## config.mk

```make
export PLATFORM = sky130hd
export DESIGN_NAME = regfile_read_stage
export DESIGN_NICKNAME = d
export VERILOG_FILES = /design/src/rtl/regfile_read_stage.sv
export SDC_FILE = /design/constraint.sdc
export NUM_CORES = 1
export LEC_CHECK = 0
export CAP_MARGIN = 20
export CORE_AREA = 2 2 457 459
export DETAILED_ROUTE_END_ITERATION = 10
export DIE_AREA = 0 0 459 461
export GPL_ROUTABILITY_DRIVEN = 0
export HOLD_SLACK_MARGIN = 0.08
export PLACE_DENSITY = 0.36
export SYNTH_ARGS = -nofsm -noshare
export SYNTH_HDL_FRONTEND = slang
export SYNTH_SLANG_ARGS = --single-unit
```

## constraint.sdc

```tcl
create_clock -name clk -period 8.3 [get_ports clk]
set_input_delay 2.075 -clock clk [delete_from_list [all_inputs] [get_ports clk]]
set_output_delay 2.075 -clock clk [all_outputs]
set_load 0.03 [all_outputs]
```

## src/rtl/regfile_read_stage.sv

```systemverilog
// Operand fetch stage for the 32-entry integer register file: selects operands
// with write-back bypass, tracks pending writes in a busy scoreboard, and
// registers the result for the issue side.
module regfile_read_stage #(
    parameter int DATA_WIDTH = 32,
    parameter int ADDR_WIDTH = 5,
    parameter int NUM_REGS   = 32
) (
    input  logic                           clk,
    input  logic                           rst,
    input  logic                           in_valid,
    output logic                           in_ready,
    input  logic [ADDR_WIDTH-1:0]          in_rs1,
    input  logic [ADDR_WIDTH-1:0]          in_rs2,
    input  logic [ADDR_WIDTH-1:0]          in_rd,
    input  logic                           in_rd_we,
    input  logic [NUM_REGS*DATA_WIDTH-1:0] rf_q,
    input  logic                           wb_en,
    input  logic [ADDR_WIDTH-1:0]          wb_addr,
    input  logic [DATA_WIDTH-1:0]          wb_data,
    output logic                           out_valid,
    input  logic                           out_ready,
    output logic [DATA_WIDTH-1:0]          out_op1,
    output logic [DATA_WIDTH-1:0]          out_op2,
    output logic [ADDR_WIDTH-1:0]          out_rd,
    output logic                           out_rd_we,
    output logic [NUM_REGS-1:0]            busy_o
);

    typedef enum logic {
        ST_EMPTY = 1'b0,
        ST_FULL  = 1'b1
    } state_t;

    state_t                  r_state;
    logic [NUM_REGS-1:0]     r_busy;
    logic [DATA_WIDTH-1:0]   r_op1;
    logic [DATA_WIDTH-1:0]   r_op2;
    logic [ADDR_WIDTH-1:0]   r_rd;
    logic                    r_rd_we;

    logic [DATA_WIDTH-1:0]   w_regs [NUM_REGS];
    logic [DATA_WIDTH-1:0]   w_op1;
    logic [DATA_WIDTH-1:0]   w_op2;
    logic [NUM_REGS-1:0]     w_busy_next;
    logic                    w_clr_rs1;
    logic                    w_clr_rs2;
    logic                    w_clr_rd;
    logic                    w_hazard;
    logic                    w_accept;

    always_comb begin
        for (int k = 0; k < NUM_REGS; k++) begin
            w_regs[k] = rf_q[k*DATA_WIDTH +: DATA_WIDTH];
        end
    end

    // A write-back landing this cycle both forwards its data and releases the busy bit.
    assign w_clr_rs1 = wb_en && (wb_addr == in_rs1);
    assign w_clr_rs2 = wb_en && (wb_addr == in_rs2);
    assign w_clr_rd  = wb_en && (wb_addr == in_rd);

    always_comb begin
        w_op1 = '0;
        w_op2 = '0;
        if (in_rs1 != '0) begin
            w_op1 = w_clr_rs1 ? wb_data : w_regs[in_rs1];
        end
        if (in_rs2 != '0) begin
            w_op2 = w_clr_rs2 ? wb_data : w_regs[in_rs2];
        end
    end

    assign w_hazard = in_valid &&
                      ((r_busy[in_rs1] && !w_clr_rs1) ||
                       (r_busy[in_rs2] && !w_clr_rs2) ||
                       (in_rd_we && r_busy[in_rd] && !w_clr_rd));

    assign in_ready = ((r_state == ST_EMPTY) || out_ready) && !w_hazard;
    assign w_accept = in_valid && in_ready;

    // Set is applied after clear so a same-address set/clear leaves the bit set.
    always_comb begin
        w_busy_next = r_busy;
        if (wb_en) begin
            w_busy_next[wb_addr] = 1'b0;
        end
        if (w_accept && in_rd_we && (in_rd != '0)) begin
            w_busy_next[in_rd] = 1'b1;
        end
        w_busy_next[0] = 1'b0;
    end

    always_ff @(posedge clk or negedge rst) begin
        if (!rst) begin
            r_busy <= '0;
        end else begin
            r_busy <= w_busy_next;
        end
    end

    always_ff @(posedge clk or negedge rst) begin
        if (!rst) begin
            r_state <= ST_EMPTY;
            r_op1   <= '0;
            r_op2   <= '0;
            r_rd    <= '0;
            r_rd_we <= 1'b0;
        end else begin
            if (w_accept) begin
                r_op1   <= w_op1;
                r_op2   <= w_op2;
                r_rd    <= in_rd;
                r_rd_we <= in_rd_we;
            end
            case (r_state)
                ST_EMPTY: begin
                    if (w_accept) begin
                        r_state <= ST_FULL;
                    end
                end
                ST_FULL: begin
                    if (out_ready && !w_accept) begin
                        r_state <= ST_EMPTY;
                    end
                end
                default: r_state <= ST_EMPTY;
            endcase
        end
    end

    assign out_valid = (r_state == ST_FULL);
    assign out_op1   = r_op1;
    assign out_op2   = r_op2;
    assign out_rd    = r_rd;
    assign out_rd_we = r_rd_we;
    assign busy_o    = r_busy;

endmodule

```

==> run summary, run 1 <==
Post-DP HPWL -> 176000 µm
Ratio of cells with drive above 1 in the final layout -> 25.9%
Post-Layout Cell Count -> 5483
Area contributors post-synth -> mux4_2 56%, dfrtp_1 12%, mux2i_1 7.4%, mux2_4 2.4%, a221oi_1 2.4%
Port bufs -> 1184
Post-route setup TNS -> 0 ps
CTS hold repair buffers -> 0
Worst endpoint data arrival time -> 5140 ps
Main synth FF type -> dfrtp_1
Fmax -> 0.139 GHz
M1 WL -> 85100 µm
Post-Synthesis Cells -> 1698
RSZ-0062 raised after global routing -> no
Total iterations of the first detailed-routing run -> 7
Final Max Slew Viols -> 0
DR WL/cell -> 38.6 µm
Initial antenna violation count -> 140
I/O pin cnt -> 1186
Clk buf depth -> 2
Reg2Reg Setup Slack -> 4530 ps
Top cell type's share of synthesized area -> 55.6%
Total number of vias -> 24200
DIE AREA -> 212000 µm²
Slew @ Worst Pin -> 1200 ps
Rel. slew slack -> 19.7%
Worst EP required -> 6230 ps
Worst min path class -> reg2reg
Final worst-path cycle share -> 86.9%
Power Density -> 117 nW/µm²
CP Max Fanout -> 18
Synthesized flop and latch total -> 102
CTS Sinks -> 102
Fin util -> 18.0%
Gr usage total -> 19.3%
# resized after CTS -> 0
CTS tree -> done
Die width -> 459 µm
Clock Latency Late Sink -> 480 ps
Minimum clock period -> 7210 ps
Placed cells -> 5412
Nets -> 3801
Initial core utilization -> 10.6%
Met2 Wirelength -> 102000 µm
Die Y -> 461 µm
Clock Skew -> 41.6 ps
Distinct cells, synth -> 48
Post-Syn Nets -> 2780
Vias in the first global route -> 25000
Core area -> 206000 µm²
Max rail drop VDD -> 92.0 µV
Leak -> 12.3 nW
Yosys top cell by area -> mux4_2
Fill cells -> 22700
Largest net degree at the start of global routing -> 107
Setup Buffers After CTS -> 0
P&R area growth vs syn -> 69.5%
Synthesized area -> 21900 µm²
Async set or reset register ratio after synthesis -> 100%
DRC -> 0
Max Used Layer -> met5
# Max-Cap Violations -> 0
Final WL -> 212000 µm
Setup Crit Path Kind -> in2out
Final setup fails -> 0
Final instance area -> 37100 µm²
Area of the multi-input gates -> 18300 µm²
Rows -> 167
Worst Setup End Kind -> primary output
Root buf cell -> clkbuf_16
Syn_area_per_cell -> 12.9 µm²
Detail Route Antenna Nets -> 0
Critical Path Source Type -> primary input
CTS buffer count -> 9
Clk slew on worst S/H paths -> 90 ps
Initial drt markers -> 2223
Final Hold Fails -> 0
Power, Total -> 0.00433 W
First-pass GRT wire length -> 268000 µm
Post-synth EDFFs -> 0
Met3 Wirelength -> 20400 µm
H-tree depth -> 3
Run status -> finished clean
Synth warn -> 0
Via density -> 4.42
Placed Area -> 36700 µm²
Post-synthesis sequential area ratio -> 11.7%
Grt total ovfl -> 0
Sequential Area -> 2550 µm²
worst max-delay path: stages:
cell             delay (ps)
clkdlybuf4s50_1        1180
mux2i_1                 290
o22ai_1                 120
nor4_1                  290
o21ai_0                 200
a221oi_2                600
o21a_1                  190
buf_4                   160
layout by cell type, fill, tap and decap left out, types with 3 or more instances in the layout:
cell type        netlist  routed
o31ai_1               32      32
nor2_1                60      58
buf_6                  7       3
a22oi_1               30      30
a21oi_1               18      18
nand3b_1              13      13
o22ai_1               36      36
o221ai_1              16      16
dfrtp_1              102     102
xnor2_1                3       3
buf_4                 20      53
a221oi_1              59      59
o2111ai_1             16      16
o211ai_1              20      20
buf_12                 0       5
o21ai_0               93      93
nand4_1                6       6
mux4_2               541     541
clkinv_8               0       3
xor2_1                12      12
nor2b_1                4       3
nand3_1               40      37
inv_1                 19      17
nor3_1                47      47
mux2_2                26      26
or3_1                  3       3
clkbuf_16              0       9
diode_2                0      55
nand3_4                0       3
clkdlybuf4s50_1        0    1174
nand2_1               45      42
mux2_4                35      35
nor4_1                 5       5
mux2i_1              162     162
buf_8                  0       4
or3b_2                 6       6
logic make-up (layout without fill, tap and decap cells):
group	Yosys count	after routing	synth area share, %
xor+xnor	15	15	0.600
flops	102	102	11.7
other cells	1	56	0.0171
simple gates	234	234	5.15
buf+inv	248	1274	5.23
mux	764	764	66.8
compound gates	334	334	10.6
sequential cells by signal, indices dropped and copies added (netlist names):
register / flops
out_rd: 5
out_op2: 32
busy_o: 31
out_rd_we: 1
out_op1: 32
out_valid: 1
through the flow:
stage	setup slack [ps]	hold WS, ps
6_report	1090	520
5_1_grt	1060	532
4_1_cts	1130	523
3_5_place_dp	1140	491
3_3_place_gp	1160	493
2_1_floorplan	2470	658
per-layer routing:
layer,GRT usage [%],vias to the layer above
li1,-,9647
met1,23.7,12900
met2,32.5,1398
met3,6.63,206
met4,4.10,68
met5,0,-
path summary, 6_finish.rpt:
| path | from | endpoint | cells past startpoint |
|---|---|---|---|
| worst min-delay path | out_op1[4] | out_op1[4] | 1 |
| worst max register to register | busy_o[16] | out_op1[19] | 7 |
| worst min register to register | out_op1[4] | out_op1[4] | 1 |
| min in group asynchronous | rst | busy_o[24] | 1 |
| worst max-delay path | in_rd[1] | in_ready | 8 |
| max in group asynchronous | rst | out_op2[15] | 2 |
synthesized netlist by cell type, types with 2 or more instances:
| master | n |
|---|---|
| nor4_1 | 5 |
| o21ai_0 | 93 |
| a22oi_1 | 30 |
| mux4_2 | 541 |
| a21oi_1 | 18 |
| nand3b_1 | 13 |
| nand3_1 | 40 |
| mux2_2 | 26 |
| mux2_4 | 35 |
| clkbuf_1 | 108 |
| nor2_1 | 60 |
| nand2_1 | 45 |
| buf_2 | 70 |
| nor3_1 | 47 |
| nand4_1 | 6 |
| o22ai_1 | 36 |
| a211oi_1 | 2 |
| dfrtp_1 | 102 |
| or3b_2 | 6 |
| nand2b_1 | 2 |
| buf_4 | 20 |
| o31ai_1 | 32 |
| or3_1 | 3 |
| o2111ai_1 | 16 |
| a221oi_1 | 59 |
| o221ai_1 | 16 |
| buf_1 | 24 |
| mux2i_1 | 162 |
| xor2_1 | 12 |
| xnor2_1 | 3 |
| o211ai_1 | 20 |
| nor2b_1 | 4 |
| a31oi_1 | 3 |
| buf_6 | 7 |
| inv_1 | 19 |
where the power goes:
part	internal (W)	switching (W)
Sequential	0.000652	0.000149
Clock	0.000223	0.000345
Combinational	0.00146	0.00150
final cells by class:
class	instances	area share, %
diodes	55	0.371
clock buffers	9	0.607
clock inverters	7	0.260
inverters	19	0.206
multi-input cells	1348	49.3
flip-flops and latches	102	6.88
well taps	2704	9.12
repair buffers	1239	33.3
Power figures use the tool's default switching activity.
==> run 2, diff against run 1 <==
- HOLD_SLACK_MARGIN: 0.08 -> 0.06
==> results of run 2 <==
Final layout, timing and power as in run 1 (identical DEF).
